### src/rtl/ctrl_regfptr.sv
`default_nettype none
// ============================================================================
// Module      : ctrl_regfptr
// Description : Per-channel sample ring pointer keeper and register-file
//               address walker. On en_load it emits up to NTAPS ring addresses
//               (newest sample first), an optional result-address cycle, and
//               a one-cycle done pulse. All state updates on the falling edge.
//               Build option CTRL_REGFPTR_TRISTATE_EN: when defined, ares/aerr
//               float (Z) while neither valid is set; otherwise they read 0.
// Revision    : 1.0 - initial release
// ============================================================================
module ctrl_regfptr #(
  parameter int NCH   = 2,
  parameter int CW    = 1,
  parameter int DW    = 3,
  parameter int DEPTH = 8,
  parameter int NTAPS = 4
) (
  input  logic             clk,
  input  logic             rst,
  input  logic             en_init,
  input  logic             new_smp,
  input  logic             en_load,
  input  logic             out_smp,
  input  logic [CW-1:0]    ch_sel,
  input  logic [CW+DW-1:0] result_reg,
  input  logic [CW+DW-1:0] error_reg,
  output logic [CW+DW-1:0] ares,
  output logic [CW+DW-1:0] aerr,
  output logic             addr_vld,
  output logic             res_vld,
  output logic             busy,
  output logic             done
);

  // Fill count must represent 0..DEPTH inclusive.
  localparam int c_CNTW = $clog2(DEPTH + 1);
  localparam int c_AW   = CW + DW;

  typedef enum logic [1:0] {
    ST_IDLE = 2'd0,
    ST_WALK = 2'd1,
    ST_RES  = 2'd2,
    ST_DONE = 2'd3
  } state_t;

  // Ring pointer step helpers; DEPTH need not be a power of two.
  function automatic logic [DW-1:0] ptr_inc(input logic [DW-1:0] p);
    return (p == DW'(DEPTH - 1)) ? '0 : p + DW'(1);
  endfunction

  function automatic logic [DW-1:0] ptr_dec(input logic [DW-1:0] p);
    return (p == '0) ? DW'(DEPTH - 1) : p - DW'(1);
  endfunction

  // Per-channel ring state.
  logic [DW-1:0]     wp_q  [NCH];
  logic [DW-1:0]     wp_d  [NCH];
  logic [c_CNTW-1:0] cnt_q [NCH];
  logic [c_CNTW-1:0] cnt_d [NCH];

  // Walk state and snapshot.
  state_t            state_q, state_d;
  logic [CW-1:0]     ch_q, ch_d;
  logic [DW-1:0]     ptr_q, ptr_d;
  logic [c_CNTW-1:0] rem_q, rem_d;
  logic              osmp_q, osmp_d;
  logic [c_AW-1:0]   res_q, res_d;
  logic [c_AW-1:0]   err_q, err_d;

  logic [DW-1:0]     sel_wp;
  logic [c_CNTW-1:0] sel_cnt;
  logic [c_CNTW-1:0] load_n;
  logic              abort;
  logic [c_AW-1:0]   ares_val;

  // Channel pointer/count next state; en_init wins over new_smp.
  always_comb begin
    for (int c = 0; c < NCH; c++) begin
      wp_d[c]  = wp_q[c];
      cnt_d[c] = cnt_q[c];
      if (ch_sel == CW'(c)) begin
        if (en_init) begin
          wp_d[c]  = '0;
          cnt_d[c] = '0;
        end else if (new_smp) begin
          wp_d[c]  = ptr_inc(wp_q[c]);
          cnt_d[c] = (cnt_q[c] == c_CNTW'(DEPTH)) ? cnt_q[c] : cnt_q[c] + c_CNTW'(1);
        end
      end
    end
  end

  // The snapshot sees the selected channel after this cycle's update.
  assign sel_wp  = wp_d[ch_sel];
  assign sel_cnt = cnt_d[ch_sel];
  assign load_n  = (sel_cnt > c_CNTW'(NTAPS)) ? c_CNTW'(NTAPS) : sel_cnt;
  assign abort   = en_init && (ch_sel == ch_q);

  // Channel ring registers.
  always_ff @(negedge clk or negedge rst) begin
    if (!rst) begin
      for (int c = 0; c < NCH; c++) begin
        wp_q[c]  <= '0;
        cnt_q[c] <= '0;
      end
    end else begin
      for (int c = 0; c < NCH; c++) begin
        wp_q[c]  <= wp_d[c];
        cnt_q[c] <= cnt_d[c];
      end
    end
  end

  // Walk FSM next-state and snapshot capture.
  always_comb begin
    state_d = state_q;
    ch_d    = ch_q;
    ptr_d   = ptr_q;
    rem_d   = rem_q;
    osmp_d  = osmp_q;
    res_d   = res_q;
    err_d   = err_q;
    case (state_q)
      ST_IDLE: begin
        if (en_load) begin
          ch_d   = ch_sel;
          ptr_d  = ptr_dec(sel_wp);
          rem_d  = load_n;
          osmp_d = out_smp;
          res_d  = result_reg;
          err_d  = error_reg;
          if (load_n != '0)  state_d = ST_WALK;
          else if (out_smp)  state_d = ST_RES;
          else               state_d = ST_DONE;
        end
      end
      ST_WALK: begin
        ptr_d = ptr_dec(ptr_q);
        rem_d = rem_q - c_CNTW'(1);
        if (rem_q == c_CNTW'(1)) state_d = osmp_q ? ST_RES : ST_DONE;
      end
      ST_RES:  state_d = ST_DONE;
      default: state_d = ST_IDLE;
    endcase
    // Clearing the channel being walked kills the walk with no done pulse.
    if ((state_q != ST_IDLE) && abort) state_d = ST_IDLE;
  end

  // Walk FSM and snapshot registers.
  always_ff @(negedge clk or negedge rst) begin
    if (!rst) begin
      state_q <= ST_IDLE;
      ch_q    <= '0;
      ptr_q   <= '0;
      rem_q   <= '0;
      osmp_q  <= 1'b0;
      res_q   <= '0;
      err_q   <= '0;
    end else begin
      state_q <= state_d;
      ch_q    <= ch_d;
      ptr_q   <= ptr_d;
      rem_q   <= rem_d;
      osmp_q  <= osmp_d;
      res_q   <= res_d;
      err_q   <= err_d;
    end
  end

  // Status flags decode straight from the state register, so reset clears them at once.
  assign addr_vld = (state_q == ST_WALK);
  assign res_vld  = (state_q == ST_RES);
  assign busy     = (state_q != ST_IDLE);
  assign done     = (state_q == ST_DONE);
  assign ares_val = addr_vld ? {ch_q, ptr_q} : res_q;

`ifdef CTRL_REGFPTR_TRISTATE_EN
  assign ares = (addr_vld || res_vld) ? ares_val : {c_AW{1'bz}};
  assign aerr = (addr_vld || res_vld) ? err_q    : {c_AW{1'bz}};
`else
  assign ares = (addr_vld || res_vld) ? ares_val : '0;
  assign aerr = (addr_vld || res_vld) ? err_q    : '0;
`endif

endmodule
`default_nettype wire

### config.mk
export PLATFORM = sky130hd
export DESIGN_NAME = ctrl_regfptr
export DESIGN_NICKNAME = d
export VERILOG_FILES = /design/src/rtl/ctrl_regfptr.sv
export SDC_FILE = /design/constraint.sdc
export NUM_CORES = 1
export LEC_CHECK = 0
export ABC_AREA = 1
export BUFFER_PORTS_ARGS = -buffer_cell sky130_fd_sc_hd__clkbuf_2
export CAP_MARGIN = 15
export CORE_ASPECT_RATIO = 1.1
export CORE_MARGIN = 2
export CORE_UTILIZATION = 45
export CTS_BUF_LIST = sky130_fd_sc_hd__clkbuf_4
export CTS_CLUSTER_SIZE = 12
export DETAILED_ROUTE_END_ITERATION = 8
export SLEW_MARGIN = 20
export SYNTH_ARGS = -nofsm -noshare
export SYNTH_HDL_FRONTEND = slang
export SYNTH_SLANG_ARGS = --single-unit
### constraint.sdc
create_clock -name clk -period 3.71 [get_ports clk]
set_clock_uncertainty 0.1 [all_clocks]
set_input_delay 0.5565 -clock clk [delete_from_list [all_inputs] [get_ports clk]]
set_output_delay 0.5565 -clock clk [all_outputs]
set_load 0.02 [all_outputs]
# Word-level counts from Yosys, hierarchy flattened
# Cells that the tools add are included.
# W data, S select, Z words.
# op_classes
n_addsub	7
n_lt_le_gt_ge	2
n_eq_ne	12
mux	39
bitwise_logic	1
n_reduce_logical	12
# op_table
operator	n
$mux W4	16
$mux W3	14
$add A4 B1 Y4 const B	2
$eq A4 B4 Y1 const B	2
$mux W2	4
$pmux W4 S2	1
$add A3 B1 Y3 const B	2
$eq A3 B3 Y1 const B	2
$logic_not A3 Y1	2
$pmux W2 S3	1
$pmux W3 S2	1
$reduce_and A2 Y1	3
$sub A3 B1 Y3 const B	2
$eq A2 B2 Y1 const B	2
$eq A4 B1 Y1 const B	1
$gt A4 B3 Y1 const B	1
$reduce_bool A2 Y1	2
$reduce_bool A4 Y1	1
$sub A4 B1 Y4 const B	1
$ne A3 B1 Y1 const B	1
$ne A3 B3 Y1 const B	1
$eq A2 B1 Y1 const B	1
$ge A2 B2 Y1 const B	1
$logic_and A1 B1 Y1	2
other kinds (6)	7
# word_totals
regBits	33
in_bits	15
out_inout_bits	12
wordCells	84

# Longest topological paths before layout
# logic_depth
ltp_word	15
ltp_mapped	13
depth_no_buf	13

==> key figures <==
Setup path
  – Worst setup path start: state_q[0]$_DFFE_NN0P_
  – CP Launch Type: register
  – Slowest-stage cell, CP: dfrtn_1
  – CP Max Fanout: 8
  – Delay-heaviest family, CP: flip-flops
  – Critical path endpoint category: output port
  – Critical Path RT: 3.05 ns
  – R2R Path Start: wp_q[3]$_DFF_NN0_
  – Bufs and invs on worst path: 2
  – Crit-path cells: buf_4 -> ha_4 -> nand2_4 -> a21oi_2 -> clkbuf_8
  – Critical path arrival: 3.39 ns
  – Setup Crit Path Kind: reg -> out
  – Slowest stage delay, CP: approximately 0.47 ns
  – Internal reg-to-reg setup slack: 1.50 ns

Yosys
  – Netlist cell types: 29
  – Synthesized flop and latch total: 33
  – Cell area after synthesis: ~2100 µm²
  – Cell count after synthesis: 253
  – Sequential share of the synthesized area: 0.392
  – Syn_nets: 286
  – Syn. warnings: 0
  – Synthesized area per cell: 8.33 µm²

CTS
  – Hold Buf Count CTS: 0
  – Worst-skew pair later-pin latency: 0.32 ns
  – Htree depth: 2
  – CTS tree: yes
  – Clock Path Buffers: 2
  – CTS buffer count: 5
  – Clock sink count: 33
  – Clk slew on worst S/H paths: 0.07 ns
  – Root Buffer: clkbuf_4

Placement
  – Placed cells: approximately 360
  – Gpl congestion: between 0.8 and 0.9
  – Post-DP Area: 2500 µm²
  – I/O Buffers: 26
  – Post-DP HPWL: ~3600 µm

Detailed routing
  – Wire per inst: 13.5 µm
  – Top routing layer in use: met4
  – WL met3: approximately 150 µm
  – DRT antenna net count: 0
  – Initial DRT Pass Iterations: 5
  – Initial DRC Count: between 60 and 70
  – WL met1: around 2200 µm
  – DRT Wirelength: 4990 µm
  – Via/cell ratio: slightly above 5
  – Residual DRC: 0
  – Vias: 1865
  – Routed wl met2: 2560 µm

Cells and area
  – Final Non-Filler Cells: 370
  – Fill cells: roughly 400
  – Syn-to-layout area delta: 35.3%
  – Multi-input gate area: ~1200 µm²
  – Post-route cell area: about 2900 µm²
  – # diodes: 0
  – Nets: ~350
  – Share of cells above drive strength 1: 0.414
  – Most frequent cells in the layout: dfrtn_1, buf_4, nand2_1
  – Register Area: ~830 µm²

Global routing
  – Grt ovf: 0
  – Largest net degree at the start of global routing: 20
  – First-pass GRT wire length: 8430 µm
  – Antenna violations before repair: 0
  – GRT Total Usage: 0.205
  – Number of global-route vias before repair: between 1.5k and 2k

Min path
  – Worst hold path type: reg -> reg
  – Hold Startpoint: res_q[0]$_DFFE_NN0P_

Timing
  – Slew @ Worst Pin: approximately 0.45 ns
  – Slew Viols, Final: 0
  – Setup TNS: -3.00 ns
  – RSZ-0062 raised after global routing: yes
  – Endpoints failing setup: 12
  – Min Hold Slack: about 0.36 ns
  – Final worst slack: -0.332 ns
  – Relative slew slack: 0.700
  – Final hold vios: 0

Die
  – Initial core utilization: 0.459
  – Die ar.: roughly 5200 µm²
  – Die Span Y: 75.8 µm
  – Die W: 69.2 µm
  – Core footprint: around 4600 µm²
  – IO Pins: 27
  – Cell row count: 26

Pwr
  – Leakage Power: between 0.001 and 0.0015 µW
  – Design Power: slightly above 2000 µW
  – PwrDens: approximately 700 nW/µm²
  – Max rail drop VDD: between 400 and 500 µV

Run status
  – Violated checks: negative setup slack
  – Status: complete, but fails checks

Run
  – Maxcap violations: 0
[routing by layer]
metal  vias to the layer above  GRT usage
li1                        956          -
met1                       874      0.238
met2                        27      0.377
met3                         8     0.0423
met4                         0     0.0871
met5                         -          0
[timing repair]
action,in CTS,in global routing
setup buffers,3,5
gates resized for setup,41,31
setup endpoints to repair,12,15
pin swaps,4,7
[worst paths after layout]
kind,depth (start not counted),to
min in group asynchronous,1,cnt_q[2]$_DFF_NN0_
worst min-delay path,1,res_q[0]$_DFFE_NN0P_
worst max register to register,11,ptr_q[2]$_DFFE_NN0P_
worst max-delay path,5,ares[0]
max in group asynchronous,2,osmp_q$_DFFE_NN0P_
worst min register to register,1,res_q[0]$_DFFE_NN0P_
[area by class of cell]
class                   count  share of cell area
clock buffers               8              0.0211
inverters                  43              0.0584
multi-input cells         169               0.419
flip-flops and latches     33               0.290
well taps                  56              0.0246
repair buffers             61               0.187
[where the power goes]
part / switching (µW) / internal, µW
combinational: 638 / 621
sequential: 77.9 / 488
clock: 125 / 97.5
[flip-flops by register name (all words and copies together) (netlist names)]
signal,flops
ch_q,1
ptr_q,3
cnt_q,8
rem_q,4
state_q,2
osmp_q,1
wp_q,6
res_q,4
err_q,4
[Yosys cell counts]
cell | number | area share
inv_1 | 35 | 0.062
nand2_1 | 35 | 0.062
dfrtn_1 | 33 | 0.39
o21ai_0 | 27 | 0.064
ha_1 | 18 | 0.11
nand3_1 | 17 | 0.040
nor2_1 | 14 | 0.025
a21oi_1 | 13 | 0.031
mux2_2 | 8 | 0.043
nand4_1 | 8 | 0.024
inv_2 | 7 | 0.012
buf_6 | 5 | 0.027
o21ai_1 | 5 | 0.012
a21oi_2 | 4 | 0.017
nand2_2 | 3 | 0.0089
o22ai_1 | 3 | 0.0089
buf_2 | 2 | 0.0048
nor2_2 | 2 | 0.0059
nor3_1 | 2 | 0.0048
o21ai_2 | 2 | 0.0083
xor2_1 | 2 | 0.0083
a211oi_2 | 1 | 0.0059
a21o_1 | 1 | 0.0036
a31oi_1 | 1 | 0.0030
clkbuf_1 | 1 | 0.0018
inv_4 | 1 | 0.0030
nand2_4 | 1 | 0.0053
o211ai_2 | 1 | 0.0059
o21a_1 | 1 | 0.0036
[metrics by stage]
stage           util  setup WS (ns)
2_1_floorplan      -         -0.145
3_3_place_gp   0.546         -0.258
3_5_place_dp   0.546         -0.303
4_1_cts        0.594         -0.330
5_1_grt        0.622         -0.403
6_report       0.622         -0.332
[worst reg2reg max path, cell delays in order, from the launching register on]
cell and delay [ns]:
dfrtn_1 0.38, ha_1 0.21, ha_1 0.16, o21ai_0 0.29
nand2_4 0.09, nor2_4 0.11, nor2_2 0.05, ha_2 0.20
ha_4 0.26, nor2_1 0.03, o21ai_1 0.11, o21ai_1 0.07
[cells by family after synthesis]
| kind of cell | synth area share |
|---|---|
| fa+ha+maj | 0.107 |
| flops | 0.392 |
| compound gates | 0.163 |
| simple gates | 0.176 |
| mux | 0.0428 |
| buf+inv | 0.111 |
| xor+xnor | 0.00832 |
Power figures use the tool's default switching activity.
